### src/rtl/rv32_bus_arbiter_pkg.sv
// Shared types and constants for the instruction/data bus arbiter.
// Guarded against repeated inclusion.
`ifndef RV32_BUS_ARBITER_PKG_SV
`define RV32_BUS_ARBITER_PKG_SV
package rv32_bus_arbiter_pkg;

  typedef enum logic [1:0] {
    ST_IDLE       = 2'd0,
    ST_BUSY_INSTR = 2'd1,
    ST_BUSY_DATA  = 2'd2
  } arb_state_e;

  localparam logic REQ_INSTR = 1'b0;
  localparam logic REQ_DATA  = 1'b1;

  localparam int MASK_W = 4;

endpackage
`endif

### src/rtl/rv32_bus_arbiter_if.sv
// Requester and memory-bus signals of the arbiter; slave = arbiter side,
// master = requesters plus memory (the environment around the arbiter).
interface rv32_bus_arbiter_if;
  // Handshake: a requester holds its read/write high with stable address and
  // data until it sees its ready pulse; the bus completes a transaction by
  // raising bus_ready_in for one cycle while the strobes are up.
  logic                                    instr_read_in;
  logic [31:0]                             instr_address_in;
  logic                                    instr_ready_out;
  logic [31:0]                             instr_read_value_out;
  logic                                    data_read_in;
  logic                                    data_write_in;
  logic [31:0]                             data_address_in;
  logic [rv32_bus_arbiter_pkg::MASK_W-1:0] data_write_mask_in;
  logic [31:0]                             data_write_value_in;
  logic                                    data_ready_out;
  logic [31:0]                             data_read_value_out;
  logic [31:0]                             bus_address_out;
  logic                                    bus_read_out;
  logic                                    bus_write_out;
  logic [rv32_bus_arbiter_pkg::MASK_W-1:0] bus_write_mask_out;
  logic [31:0]                             bus_write_value_out;
  logic [31:0]                             bus_read_value_in;
  logic                                    bus_ready_in;

  modport slave (
    input  instr_read_in, instr_address_in,
    output instr_ready_out, instr_read_value_out,
    input  data_read_in, data_write_in, data_address_in,
    input  data_write_mask_in, data_write_value_in,
    output data_ready_out, data_read_value_out,
    output bus_address_out, bus_read_out, bus_write_out,
    output bus_write_mask_out, bus_write_value_out,
    input  bus_read_value_in, bus_ready_in
  );

  modport master (
    output instr_read_in, instr_address_in,
    input  instr_ready_out, instr_read_value_out,
    output data_read_in, data_write_in, data_address_in,
    output data_write_mask_in, data_write_value_in,
    input  data_ready_out, data_read_value_out,
    input  bus_address_out, bus_read_out, bus_write_out,
    input  bus_write_mask_out, bus_write_value_out,
    output bus_read_value_in, bus_ready_in
  );
endinterface

### src/rtl/rv32_bus_arbiter_watchdog.sv
// Bus watchdog: counts busy cycles without bus_ready and flags an abort when
// the limit is reached; TIMEOUT_CYCLES = 0 disables it.
module rv32_bus_arbiter_watchdog #(
  parameter int unsigned TIMEOUT_CYCLES = 255
) (
  input  logic clk,
  input  logic reset,
  input  logic busy_i,
  input  logic bus_ready_i,
  output logic expire_o,
  output logic timeout_o
);
  localparam logic [31:0] LIMIT = 32'(TIMEOUT_CYCLES);

  logic [31:0] count_q, count_d;
  logic        timeout_q;

  // A completing bus_ready in the limit cycle wins over the abort.
  assign expire_o  = (LIMIT != 32'd0) && busy_i && !bus_ready_i && (count_q == LIMIT);
  assign timeout_o = timeout_q;

  always_comb begin
    count_d = count_q;
    if (!busy_i || bus_ready_i || expire_o) begin
      count_d = '0;
    end else if (LIMIT != 32'd0) begin
      count_d = count_q + 32'd1;
    end
  end

  always_ff @(posedge clk) begin
    if (reset) begin
      count_q   <= '0;
      timeout_q <= 1'b0;
    end else begin
      count_q <= count_d;
      if (expire_o) timeout_q <= 1'b1;
    end
  end
endmodule

### src/rtl/rv32_bus_arbiter.sv
// Shares one memory bus between instruction fetch and load/store.
// Optional RV32_BUS_ARB_ROUND_ROBIN_EN: alternate grants when both request.
module rv32_bus_arbiter
  import rv32_bus_arbiter_pkg::*;
#(
  parameter int unsigned TIMEOUT_CYCLES = 255
) (
  input  logic                clk,
  input  logic                reset,
  rv32_bus_arbiter_if.slave   bus_if,
  output logic                timeout_out,
  output arb_state_e          arb_state_o
);
  arb_state_e          state_q;
  logic [31:0]         addr_q;
  logic                rd_q;
  logic                wr_q;
  logic [MASK_W-1:0]   mask_q;
  logic [31:0]         wval_q;

  logic instr_req, data_req, grant_data, busy, expire, finish;

  assign instr_req = bus_if.instr_read_in;
  assign data_req  = bus_if.data_read_in | bus_if.data_write_in;

`ifdef RV32_BUS_ARB_ROUND_ROBIN_EN
  logic last_grant_q;
  assign grant_data = data_req && (!instr_req || (last_grant_q == REQ_INSTR));
`else
  // Data is the older instruction in the pipe, so it must win to avoid deadlock.
  assign grant_data = data_req;
`endif

  // A reset cycle abandons the transaction without a ready pulse.
  assign busy   = (state_q != ST_IDLE) && !reset;
  assign finish = busy && (bus_if.bus_ready_in || expire);

  rv32_bus_arbiter_watchdog #(
    .TIMEOUT_CYCLES (TIMEOUT_CYCLES)
  ) u_watchdog (
    .clk         (clk),
    .reset       (reset),
    .busy_i      (busy),
    .bus_ready_i (bus_if.bus_ready_in),
    .expire_o    (expire),
    .timeout_o   (timeout_out)
  );

  assign bus_if.instr_ready_out = finish && (state_q == ST_BUSY_INSTR);
  assign bus_if.data_ready_out  = finish && (state_q == ST_BUSY_DATA);
  assign bus_if.instr_read_value_out =
    (busy && state_q == ST_BUSY_INSTR && bus_if.bus_ready_in) ? bus_if.bus_read_value_in : 32'd0;
  assign bus_if.data_read_value_out =
    (busy && state_q == ST_BUSY_DATA && bus_if.bus_ready_in) ? bus_if.bus_read_value_in : 32'd0;

  assign bus_if.bus_address_out     = addr_q;
  assign bus_if.bus_read_out        = rd_q;
  assign bus_if.bus_write_out       = wr_q;
  assign bus_if.bus_write_mask_out  = mask_q;
  assign bus_if.bus_write_value_out = wval_q;
  assign arb_state_o                = state_q;

  always_ff @(posedge clk) begin
    if (reset) begin
      state_q <= ST_IDLE;
      addr_q  <= '0;
      rd_q    <= 1'b0;
      wr_q    <= 1'b0;
      mask_q  <= '0;
      wval_q  <= '0;
`ifdef RV32_BUS_ARB_ROUND_ROBIN_EN
      last_grant_q <= REQ_INSTR;
`endif
    end else begin
      case (state_q)
        ST_IDLE: begin
          if (grant_data) begin
            addr_q  <= bus_if.data_address_in;
            wr_q    <= bus_if.data_write_in;
            rd_q    <= bus_if.data_read_in & ~bus_if.data_write_in;
            mask_q  <= bus_if.data_write_mask_in;
            wval_q  <= bus_if.data_write_value_in;
            state_q <= ST_BUSY_DATA;
`ifdef RV32_BUS_ARB_ROUND_ROBIN_EN
            last_grant_q <= REQ_DATA;
`endif
          end else if (instr_req) begin
            addr_q  <= bus_if.instr_address_in;
            rd_q    <= 1'b1;
            wr_q    <= 1'b0;
            mask_q  <= '0;
            wval_q  <= '0;
            state_q <= ST_BUSY_INSTR;
`ifdef RV32_BUS_ARB_ROUND_ROBIN_EN
            last_grant_q <= REQ_INSTR;
`endif
          end else begin
            rd_q <= 1'b0;
            wr_q <= 1'b0;
          end
        end
        ST_BUSY_INSTR, ST_BUSY_DATA: begin
          if (finish) begin
            rd_q    <= 1'b0;
            wr_q    <= 1'b0;
            state_q <= ST_IDLE;
          end
        end
        default: begin
          rd_q    <= 1'b0;
          wr_q    <= 1'b0;
          state_q <= ST_IDLE;
        end
      endcase
    end
  end
endmodule

### src/flat_wrapper.sv
// flat-port wrapper written by rule: the top's interface ports become plain ports
module rv32_bus_arbiter_flat import rv32_bus_arbiter_pkg::*;
#(
  parameter int unsigned TIMEOUT_CYCLES = 255
)
  (clk, reset, timeout_out, arb_state_o, bus_if_instr_read_in, bus_if_instr_address_in, bus_if_instr_ready_out, bus_if_instr_read_value_out, bus_if_data_read_in, bus_if_data_write_in, bus_if_data_address_in, bus_if_data_write_mask_in, bus_if_data_write_value_in, bus_if_data_ready_out, bus_if_data_read_value_out, bus_if_bus_address_out, bus_if_bus_read_out, bus_if_bus_write_out, bus_if_bus_write_mask_out, bus_if_bus_write_value_out, bus_if_bus_read_value_in, bus_if_bus_ready_in);
  rv32_bus_arbiter_if bus_if_i ();
  input  logic clk;
  input  logic reset;
  output logic timeout_out;
  output arb_state_e arb_state_o;
  input wire logic [$bits(bus_if_i.instr_read_in)-1:0] bus_if_instr_read_in;
  input wire logic [$bits(bus_if_i.instr_address_in)-1:0] bus_if_instr_address_in;
  output wire logic [$bits(bus_if_i.instr_ready_out)-1:0] bus_if_instr_ready_out;
  output wire logic [$bits(bus_if_i.instr_read_value_out)-1:0] bus_if_instr_read_value_out;
  input wire logic [$bits(bus_if_i.data_read_in)-1:0] bus_if_data_read_in;
  input wire logic [$bits(bus_if_i.data_write_in)-1:0] bus_if_data_write_in;
  input wire logic [$bits(bus_if_i.data_address_in)-1:0] bus_if_data_address_in;
  input wire logic [$bits(bus_if_i.data_write_mask_in)-1:0] bus_if_data_write_mask_in;
  input wire logic [$bits(bus_if_i.data_write_value_in)-1:0] bus_if_data_write_value_in;
  output wire logic [$bits(bus_if_i.data_ready_out)-1:0] bus_if_data_ready_out;
  output wire logic [$bits(bus_if_i.data_read_value_out)-1:0] bus_if_data_read_value_out;
  output wire logic [$bits(bus_if_i.bus_address_out)-1:0] bus_if_bus_address_out;
  output wire logic [$bits(bus_if_i.bus_read_out)-1:0] bus_if_bus_read_out;
  output wire logic [$bits(bus_if_i.bus_write_out)-1:0] bus_if_bus_write_out;
  output wire logic [$bits(bus_if_i.bus_write_mask_out)-1:0] bus_if_bus_write_mask_out;
  output wire logic [$bits(bus_if_i.bus_write_value_out)-1:0] bus_if_bus_write_value_out;
  input wire logic [$bits(bus_if_i.bus_read_value_in)-1:0] bus_if_bus_read_value_in;
  input wire logic [$bits(bus_if_i.bus_ready_in)-1:0] bus_if_bus_ready_in;
  assign bus_if_i.instr_read_in = bus_if_instr_read_in;
  assign bus_if_i.instr_address_in = bus_if_instr_address_in;
  assign bus_if_instr_ready_out = bus_if_i.instr_ready_out;
  assign bus_if_instr_read_value_out = bus_if_i.instr_read_value_out;
  assign bus_if_i.data_read_in = bus_if_data_read_in;
  assign bus_if_i.data_write_in = bus_if_data_write_in;
  assign bus_if_i.data_address_in = bus_if_data_address_in;
  assign bus_if_i.data_write_mask_in = bus_if_data_write_mask_in;
  assign bus_if_i.data_write_value_in = bus_if_data_write_value_in;
  assign bus_if_data_ready_out = bus_if_i.data_ready_out;
  assign bus_if_data_read_value_out = bus_if_i.data_read_value_out;
  assign bus_if_bus_address_out = bus_if_i.bus_address_out;
  assign bus_if_bus_read_out = bus_if_i.bus_read_out;
  assign bus_if_bus_write_out = bus_if_i.bus_write_out;
  assign bus_if_bus_write_mask_out = bus_if_i.bus_write_mask_out;
  assign bus_if_bus_write_value_out = bus_if_i.bus_write_value_out;
  assign bus_if_i.bus_read_value_in = bus_if_bus_read_value_in;
  assign bus_if_i.bus_ready_in = bus_if_bus_ready_in;
  rv32_bus_arbiter #(.TIMEOUT_CYCLES(TIMEOUT_CYCLES)) u_core (.clk(clk), .reset(reset), .bus_if(bus_if_i), .timeout_out(timeout_out), .arb_state_o(arb_state_o));
endmodule
### config.mk
export PLATFORM = sky130hd
export DESIGN_NAME = rv32_bus_arbiter_flat
export DESIGN_NICKNAME = d
export VERILOG_FILES = /design/src/rtl/rv32_bus_arbiter_pkg.sv /design/src/rtl/rv32_bus_arbiter_if.sv /design/src/rtl/rv32_bus_arbiter_watchdog.sv /design/src/rtl/rv32_bus_arbiter.sv /design/src/flat_wrapper.sv
export SDC_FILE = /design/constraint.sdc
export NUM_CORES = 1
export LEC_CHECK = 0
export BUFFER_PORTS_ARGS = -buffer_cell sky130_fd_sc_hd__buf_2
export CORE_AREA = 2 2 113 115
export DETAILED_ROUTE_END_ITERATION = 12
export DIE_AREA = 0 0 115 117
export PLACE_DENSITY_LB_ADDON = 0.25
export SLEW_MARGIN = 20
export SYNTH_ARGS = -nofsm -noshare
export SYNTH_HDL_FRONTEND = slang
export SYNTH_SLANG_ARGS = --single-unit
### constraint.sdc
create_clock -name clk -period 1.7 [get_ports clk]
set_input_delay 0.17 -clock clk [delete_from_list [all_inputs] [get_ports clk]]
set_output_delay 0.17 -clock clk [all_outputs]
set_load 0.02 [all_outputs]
==> run metrics, run 1 <==
post-DR wirelength/cell=approximately 18 microns; post-synthesis adder-cell area fraction=0.0104; count of different cell masters after synthesis=36; Worst path top cell family by delay=simple AND/OR/NAND/NOR gates; cells along the critical path=or4_4 > nor2_4 > a31oi_4 > buf_6 > nor2_4 > buf_6; Fmax=slightly below 0.5 GHz; layout cells sized above 1=0.524; Max Cap Viol=0; Cell Area, Synth=just under 5000 sq um; Final min period=2020 ps; CP Max Fanout=3; syn_nets=731; pin count of the biggest net entering global routing=between 70 and 80; Final period util=1.19; Nets=1047; Initial Util=0.391; GPL Wtd Cong=0.917; Worst Setup End Kind=output port; Cell Count Post-Placement=1022; CTS tree=done; vias in the first global route=5511; Final Power=0.00955 W; ANT nets after route=0; GRT Resource Usage Total=0.252; unrepaired setup endpoints after global routing=true; Sink Count=105; cts bufs inserted=9; # rows=41; run status=finished with violations; Mean Syn Cell Area=8.16 sq um; Clock Tree Buf Depth=2; Crit Path Category=reg -> out; Routed met2 length=between 9000 and 10000 microns; mux cell area share after synthesis=0.00208; crit start category=register; top sig layer=met4; synthesized-area fraction occupied by ao, oa, aoi and oai cells=0.174; Die Y=117 microns; Fin Clk Skew=around 7.4 ps; Detailed Route Iter0 Violations=303; Tightest Pin Transition=835 ps; Max transition margin=0.443; final setup fails=102; Final Hold Viols=0; Non-Filler Instances=about 1100; DR vias/cell=around 5.3; number of antenna violations at the first check in global routing=0; sequential area share after synthesis=0.437; grt total ovfl=0; violated checks=setup timing; pwr/cell area=between 1000 and 1500 nW/um^2; clock latency on the worst-skew pair=340 ps; largest family of logic cells by synthesized area=simple AND/OR/NAND/NOR gates; Detailed Route WL=18700 microns; final worst slack=-315 ps; max-slew violations=0; Largest stage delay, worst path=540 ps; First-pass DRT Iterations=4; met1 wire length=7020 microns; Die Footprint=13500 sq um; Hold Crit Class=in -> reg; htree depth=3; core area=12300 sq um; clk slew on worst S/H paths=70 ps; Mapped Cells=589; first-pass GRT wire length=26800 microns; Remaining DRCs=0; I/O pin count=277; Antenna diodes=0; worst-case vdd ir drop=0.807 mV; FILL cells=roughly 1000; Crit-path slowest cell=or4_4; total number of vias=5659; detailed placement HPWL=around 12000 microns; Critical Path RT=1530 ps; simple-gate share of the synthesized area=0.286; port bufs=between 200 and 300; Synth Register Bits=105; DR WL met3=between 1000 and 1500 microns; TNS Setup=-21920 ps; WHS=about 60 ps; Root Buffer=clkbuf_16; Die X=115 microns; Syn. warnings=0; CP arrival=1850 ps; CTS Hold Bufs=0; Pleak=3.67 nW; area share of xor/xnor cells in the synthesized design=0.0492; Syn-to-layout area delta=66.8%; buffers and inverters on the worst path=2
-- state kept, by name (all words and copies together) (netlist names) --
register                           count
u_core.u_watchdog.timeout_o            1
u_core.u_watchdog.count_q             32
u_core.bus_if.bus_write_mask_out       4
u_core.bus_if.bus_read_out             1
u_core.bus_if.bus_write_out            1
u_core.bus_if.bus_address_out         32
u_core.arb_state_o                     2
u_core.bus_if.bus_write_value_out     32
-- tightest hold or removal path, delay by kind of cell --
kind,cells,cell delay [ps]
and+or+nand+nor,1,70
buffers and inverters,1,80
AOI/OAI and AO/OA,1,50
-- final timing paths --
path,start,to,slack [ps],cells after the start
hold / removal,bus_if_data_write_value_in[2],u_core.bus_if.bus_write_value_out[2]$_SDFFE_PP0P_,60,3
setup reg to reg,u_core.u_watchdog.count_q[11]$_SDFF_PP0_,u_core.arb_state_o[0]$_SDFFE_PP0P_,-260,8
setup / recovery,u_core.u_watchdog.count_q[11]$_SDFF_PP0_,bus_if_instr_ready_out,-320,6
hold reg to reg,u_core.u_watchdog.timeout_o$_SDFFE_PP0P_,u_core.u_watchdog.timeout_o$_SDFFE_PP0P_,490,2
-- cell families (layout without fill, tap and decap cells) --
kind of cell,after synthesis,count (layout)
AND/OR/NAND/NOR,281,282
AO/OA/AOI/OAI,119,119
XOR/XNOR,27,27
multiplexers,1,1
flip-flops,105,105
buffers and inverters,52,372
adder cells (fa/ha/maj),4,4
-- Yosys cell counts --
cell,n,area share
nor4_1,12,0.016
xnor2_1,21,0.038
o21ai_0,35,0.036
a31oi_1,1,0.0013
or3_1,2,0.0026
and3_1,10,0.013
xor2_1,6,0.011
and4_1,6,0.011
or4_4,1,0.0023
dfxtp_1,105,0.44
nor2_1,105,0.082
a22oi_1,36,0.056
a41oi_1,1,0.0018
mux2i_1,1,0.0021
ha_1,4,0.010
nand4_1,4,0.0052
o22ai_1,1,0.0013
o31a_1,1,0.0018
o31ai_1,1,0.0016
a311oi_1,32,0.058
or4_1,2,0.0031
a32oi_1,1,0.0018
nand3b_1,2,0.0031
a211oi_1,1,0.0016
a21o_1,1,0.0016
nor3_1,8,0.0083
nand3_1,16,0.017
buf_2,4,0.0042
inv_1,4,0.0031
nor2b_1,2,0.0026
and2_1,65,0.085
a21oi_1,5,0.0052
buf_1,1,0.00078
clkbuf_1,43,0.034
nand2_1,46,0.036
o211ai_1,3,0.0047
-- repair_timing --
item                       4_1_cts  5_1_grt
setup endpoints to repair      120      142
gates cloned                     4        3
resized for setup              124       89
pin swaps                       31       13
setup buffers                   15        4
-- metal layers --
metal	up-vias	track usage
met5	-	0
met4	0	0.109
met3	34	0.0458
met2	280	0.459
met1	2650	0.290
li1	2695	-
-- report_power, final --
part	internal [W]	leakage [nW]	total, W	switching (W)
registers	0.00297	0.866	0.00323	0.000258
clock network	0.00130	0.147	0.00221	0.000906
logic	0.00168	2.65	0.00412	0.00244
total	0.00595	3.67	0.00955	0.00360
-- stage by stage --
step                       util  setup WS, ps  cell area (sq um)
final                     0.651          -315               8020
after CTS                 0.626          -323               7710
after global routing      0.651          -366               8020
after detailed placement  0.551          -126               6790
after floorplan               -         -38.3               4920
after global placement    0.551          -167               6780
-- cells in the final DEF (no fill, tap or decap), types with 2 or more instances in the layout --
master     instances
a21oi_1            4
a22oi_1           36
a311oi_1          28
a311oi_2           4
and2_1             3
and2_2            41
and2_4            21
and3_1             6
and3_4             4
and4_1             3
and4_4             2
buf_12             5
buf_2            211
buf_4             59
buf_6             72
bufinv_16          2
clkbuf_1           3
clkbuf_16         11
dfxtp_1           96
dfxtp_2            9
ha_1               2
inv_1              2
inv_2              2
nand2_1           44
nand3_1           15
nand3b_1           2
nand4_1            4
nor2_1           100
nor2_4             4
nor2b_4            2
nor3_1             8
nor4_1             5
nor4_2             7
o211ai_1           3
o21ai_0           34
or4_4              3
xnor2_1           21
xor2_1             6
-- final cells by class --
cell class | count | area, sq um | area share
Clock buffer | 12 | 236 | 0.0295
Clock inverter | 4 | 76.3 | 0.00952
Inverter | 4 | 15.0 | 0.00187
Multi-Input combinational cell | 433 | 2860 | 0.356
Sequential cell | 105 | 2110 | 0.263
Tap cell | 150 | 188 | 0.0234
Timing Repair Buffer | 352 | 2530 | 0.316
No activity file was read; power rests on OpenSTA's default activity.
==> inputs of run 2 (changes only) <==
--- a/config.mk
+++ b/config.mk
@@ -6,9 +6,10 @@
 export NUM_CORES = 1
 export LEC_CHECK = 0
 export BUFFER_PORTS_ARGS = -buffer_cell sky130_fd_sc_hd__buf_2
-export CORE_AREA = 2 2 113 115
+export CORE_AREA = 2 2 96 135
+export CTS_CLUSTER_SIZE = 28
 export DETAILED_ROUTE_END_ITERATION = 12
-export DIE_AREA = 0 0 115 117
+export DIE_AREA = 0 0 98 137
 export PLACE_DENSITY_LB_ADDON = 0.25
 export SLEW_MARGIN = 20
 export SYNTH_ARGS = -nofsm -noshare
==> run metrics, run 2 (synthesized netlist as in run 1, its figures left out) <==
CTS tree=done; CP Max Fanout=3 (unchanged); layout cells sized above 1=0.536 (+0.0114); Crit-path slowest cell=or4_4; worst-case vdd ir drop=0.709 mV (-12%); Critical Path RT=1530 ps (about the same); cells along the critical path=or4_4 > nor2_4 > a31oi_4 > buf_6 > nor2_4 > buf_6; Final period util=1.21 (+0.0260); clock latency on the worst-skew pair=350 ps (about the same); htree depth=3 (unchanged); First-pass DRT Iterations=5 (+1); Die Footprint=13400 sq um (-0.22%); Worst path top cell family by delay=simple AND/OR/NAND/NOR gates; final worst slack=-359 ps (-44.2 ps); Initial Util=0.394 (+0.00385); Non-Filler Instances=1063 (+0.28%); first-pass GRT wire length=29000 microns (+8.2%); buffers and inverters on the worst path=2 (unchanged); run status=finished with violations; highest-count cells in the layout ignoring fill and taps=buf_2, nor2_1, dfxtp_1, buf_6, and2_4; Largest stage delay, worst path=550 ps (about the same); Clock Tree Buf Depth=2 (unchanged); Max Cap Viol=0 (unchanged); Final Power=0.00962 W (+0.73%); Detailed Route WL=19100 microns (+1.9%); I/O pin count=277 (unchanged); Pleak=3.73 nW (+1.7%); unrepaired setup endpoints after global routing=true; grt total ovfl=0 (unchanged); vias in the first global route=5831 (+5.8%); CP arrival=1890 ps (+40 ps); Fmax=0.486 GHz (-2.1%); final setup fails=78 (-24%); Fin Clk Skew=8.74 ps (+1.37 ps); clk slew on worst S/H paths=80 ps (about the same); port bufs=276 (unchanged); GRT Resource Usage Total=0.267 (+0.0152); Final Hold Viols=0 (unchanged); Syn-to-layout area delta=69.2%; Die Y=137 microns (+17%); Root Buffer=clkbuf_16; Remaining DRCs=0 (unchanged); GPL Wtd Cong=0.871 (-4.9%); Max transition margin=0.443 (-0.000832); violated checks=setup timing; ANT nets after route=0 (unchanged); Hold Crit Class=in -> reg; core area=12200 sq um (-0.98%); post-DR wirelength/cell=18.0 microns (+1.6%); DR vias/cell=5.45 (+2.0%); # rows=48 (+17%); number of antenna violations at the first check in global routing=0 (unchanged); cts bufs inserted=9 (unchanged); total number of vias=5789 (+2.3%); reg-to-reg slack, setup=-280 ps (-20 ps); pin count of the biggest net entering global routing=74 (unchanged); Die X=98 microns (-15%); most common cell after layout, fill and taps aside=buf_2; Nets=1050 (+0.29%); crit start category=register; Sink Count=105 (unchanged); Cell Count Post-Placement=1023 (+0.098%); max-slew violations=0 (unchanged); Detailed Route Iter0 Violations=297 (-2.0%); Antenna diodes=0 (unchanged); pwr/cell area=1180 nW/um^2 (-0.68%); Final min period=2060 ps (+44.2 ps); Crit Path Category=reg -> out; detailed placement HPWL=11900 microns (-2.0%); Worst Setup End Kind=output port; CTS Hold Bufs=0 (unchanged); Tightest Pin Transition=836 ps (+1.25 ps)
[run 2: cell count changes in the layout (fill, tap and decap cells not counted), sizes merged]
cell | previous run | this run
and3 | 10 | 13
buf | 349 | 352
bufbuf | 1 | 0
bufinv | 2 | 1
clkbuf | 14 | 10
clkinv | 0 | 1
inv | 5 | 8
nor2b | 3 | 2
[run 2: worst paths after layout]
| path | depth (start not counted) | end | startpoint |
|---|---|---|---|
| min reg2reg | 2 | u_core.bus_if.bus_address_out[15]$_SDFFE_PP0P_ | u_core.bus_if.bus_address_out[15]$_SDFFE_PP0P_ |
| max | 6 | bus_if_data_ready_out | u_core.u_watchdog.count_q[12]$_SDFF_PP0_ |
| min | 3 | u_core.bus_if.bus_write_value_out[0]$_SDFFE_PP0P_ | bus_if_data_write_value_in[0] |
| max reg2reg | 7 | u_core.arb_state_o[0]$_SDFFE_PP0P_ | u_core.u_watchdog.count_q[12]$_SDFF_PP0_ |
[run 2: worst register-to-register path, delay by kind of cell (launching register included)]
kind | cells | cell delay, ps
buffers and inverters | 2 | 320
AOI/OAI and AO/OA | 3 | 500
and+or+nand+nor | 2 | 730
DFF | 1 | 330
[run 2: final cells by class]
cell class | instances | area (sq um)
clock buffers | 9 | 225
fillers | 962 | 4060
well taps | 150 | 188
flip-flops and latches | 105 | 2120
repair buffers | 353 | 2560
multi-input cells | 435 | 2930
clock inverters | 7 | 93.8
inverters | 4 | 17.5
[run 2: where the power goes]
part           switching (W)  internal, W  total (W)
registers           0.000266      0.00297    0.00323
clock network        0.00101      0.00119    0.00219
logic                0.00248      0.00171    0.00419
total                0.00375      0.00587    0.00962
[run 2: through the flow]
stage	TNS (ps)	hold WS, ps	utilization	cell area (sq um)	setup slack (ps)
after global placement	-115	406	0.557	6790	-68.8
final	-14830	54.9	0.667	8130	-359
after floorplan	-304	318	-	4920	-38.3
after global routing	-18690	59.1	0.667	8130	-411
after detailed placement	-403	414	0.557	6790	-116
after CTS	-11750	44.3	0.656	8000	-286
[run 2: per-layer routing]
layer | global-route usage | up-vias | wire length, microns
met3 | 0.0541 | 52 | 1230
met1 | 0.290 | 2763 | 6930
met4 | 0.119 | 0 | 614
li1 | - | 2698 | -
met5 | 0 | - | 0
met2 | 0.498 | 276 | 10300
[run 2: timing repair]
action / 4_1_cts / 5_1_grt
setup endpoints to repair: 82 / 122
gates resized for setup: 232 / 37
setup buffers: 19 / 3
cloned: 7 / 1
pin swaps: 72 / 31
==> inputs of run 3 (changes only) <==
--- a/config.mk
+++ b/config.mk
@@ -11,6 +11,7 @@
 export DETAILED_ROUTE_END_ITERATION = 12
 export DIE_AREA = 0 0 98 137
 export PLACE_DENSITY_LB_ADDON = 0.25
+export SKIP_LAST_GASP = 1
 export SLEW_MARGIN = 20
 export SYNTH_ARGS = -nofsm -noshare
 export SYNTH_HDL_FRONTEND = slang
==> run metrics, run 3 (synthesized netlist as in run 1, its figures left out) <==
Remaining DRCs=0 (unchanged); violated checks=setup timing; vias in the first global route=5816 (-0.26%); Sink Count=105 (unchanged); GPL Wtd Cong=0.871 (unchanged); ANT nets after route=0 (unchanged); CTS tree=done; global routing's busiest layer=met2; FILL cells=961 (-0.10%); Critical Path RT=1530 ps (about the same); detailed placement HPWL=11900 microns (unchanged); worst-case vdd ir drop=0.693 mV (-2.4%); pin count of the biggest net entering global routing=74 (unchanged); clk slew on worst S/H paths=80 ps (about the same); post-DR wirelength/cell=17.9 microns (-0.33%); number of antenna violations at the first check in global routing=0 (unchanged); Final Hold Viols=0 (unchanged); Fin Clk Skew=9.13 ps (+0.388 ps); max-slew violations=0 (unchanged); crit start category=register; Pleak=3.73 nW (about the same); clock latency on the worst-skew pair=350 ps (about the same); unrepaired setup endpoints after global routing=true; Worst Hold Path Cells=3 (unchanged); first-pass GRT wire length=28700 microns (-1.0%); R2R cell count=11 (+4); Die X=98 microns (unchanged); First-pass DRT Iterations=4 (-1); highest-count cells in the layout ignoring fill and taps=buf_2, nor2_1, dfxtp_1, buf_6, and2_4; CP arrival=1880 ps (about the same); pwr/cell area=1190 nW/um^2 (+0.68%); CP Max Fanout=4 (+1); Cell Count Post-Placement=1023 (unchanged); Nets=1052 (+0.19%); Clock Tree Buf Depth=2 (unchanged); total number of vias=5815 (+0.45%); Max Cap Viol=0 (unchanged); cts bufs inserted=9 (unchanged); run status=finished with violations; Tightest Pin Transition=829 ps (-7.01 ps); I/O pin count=277 (unchanged); Antenna diodes=0 (unchanged); most common cell after layout, fill and taps aside=buf_2; # rows=48 (unchanged); DR vias/cell=5.46 (+0.26%); met3 usage=0.0526 (-0.00153); Max transition margin=0.447 (+0.00467); grt total ovfl=0 (unchanged); port bufs=276 (unchanged); Crit Path Category=reg -> out; final worst slack=-354 ps (+4.99 ps); GRT met2 Usage=0.490 (-0.00875); Final period util=1.21 (-0.00294); Root Buffer=clkbuf_16; Die Footprint=13400 sq um (unchanged); GRT Resource Usage Total=0.264 (-0.00355); Fmax=0.487 GHz (+0.24%); Detailed Route Iter0 Violations=272 (-8.4%); Non-Filler Instances=1065 (+0.19%); CTS Hold Bufs=0 (unchanged); Hold Crit Class=in -> reg; Syn-to-layout area delta=69.1% (about the same); htree depth=3 (unchanged); GR Util met1=0.285 (-0.00541); Die Y=137 microns (unchanged); Final min period=2050 ps (-4.99 ps); layout cells sized above 1=0.536 (about the same); core area=12200 sq um (unchanged); final setup fails=78 (unchanged); Detailed Route WL=19100 microns (-0.15%); TNS Setup=-15650 ps (-814 ps); Initial Util=0.394 (unchanged); Worst Setup End Kind=output port
==> run 3: cell types whose count changed in the layout (fill, tap and decap cells not counted) <==
cell	delta
buf_4	+8
buf_6	-6
ha_2	-1
ha_4	+1
nand3_1	+1
nand3_2	-1
==> run 3: critical path, cell delays in order (launching register included) <==
cell     delay (ps)
dfxtp_2         320
buf_4           140
nor4_2          270
and4_2          330
a31oi_4         110
buf_6           150
nor2_4           90
buf_6           120
==> run 3: routing by layer <==
metal	routed length, microns	vias to the layer above
met4	715	0
met5	0	-
met1	6840	2767
met2	10200	285
met3	1310	56
li1	-	2707
==> run 3: stage by stage <==
| step | setup WS, ps | instance area [sq um] | total power [W] | utilization | hold WS [ps] |
|---|---|---|---|---|---|
| global placement | -68.8 | 6790 | 0.00669 | 0.557 | 406 |
| finish | -354 | 8130 | 0.00968 | 0.667 | 56.3 |
| floorplan | -38.3 | 4920 | 0.00546 | - | 318 |
| global route | -405 | 8130 | 0.0102 | 0.667 | 59.2 |
| CTS | -286 | 8000 | 0.00952 | 0.656 | 44.3 |
| detailed placement | -116 | 6790 | 0.00681 | 0.557 | 414 |
==> run 3: repair_timing <==
item / CTS / global route
cloned: 7 / 1
resized for setup: 231 / 32
pin swaps: 72 / 34
endpoints found under the setup margin: 82 / 122
buffers inserted: 19 / 6
==> run 3: final cells by class <==
| class | instances | area (sq um) | area share |
|---|---|---|---|
| multi-input combinational | 435 | 2930 | 0.361 |
| tap | 150 | 188 | 0.0231 |
| clock inverter | 7 | 93.8 | 0.0115 |
| clock buffer | 9 | 225 | 0.0277 |
| timing repair buffer | 355 | 2550 | 0.314 |
| sequential | 105 | 2120 | 0.261 |
| inverter | 4 | 17.5 | 0.00215 |
==> run 3: where the power goes <==
part	internal, W	total [W]	leakage [nW]	switching, W
sequential	0.00297	0.00324	0.870	0.000268
combinational	0.00175	0.00425	2.71	0.00251
clock	0.00119	0.00219	0.153	0.00100
total	0.00590	0.00968	3.73	0.00378
==> run 3: path summary, 6_finish.rpt <==
check	start	slack [ps]	end
max	u_core.u_watchdog.count_q[8]$_SDFF_PP0_	-350	bus_if_instr_ready_out
min	bus_if_data_write_value_in[0]	60	u_core.bus_if.bus_write_value_out[0]$_SDFFE_PP0P_
max reg2reg	u_core.u_watchdog.count_q[12]$_SDFF_PP0_	-320	u_core.u_watchdog.timeout_o$_SDFFE_PP0P_
min reg2reg	u_core.bus_if.bus_address_out[15]$_SDFFE_PP0P_	490	u_core.bus_if.bus_address_out[15]$_SDFFE_PP0P_
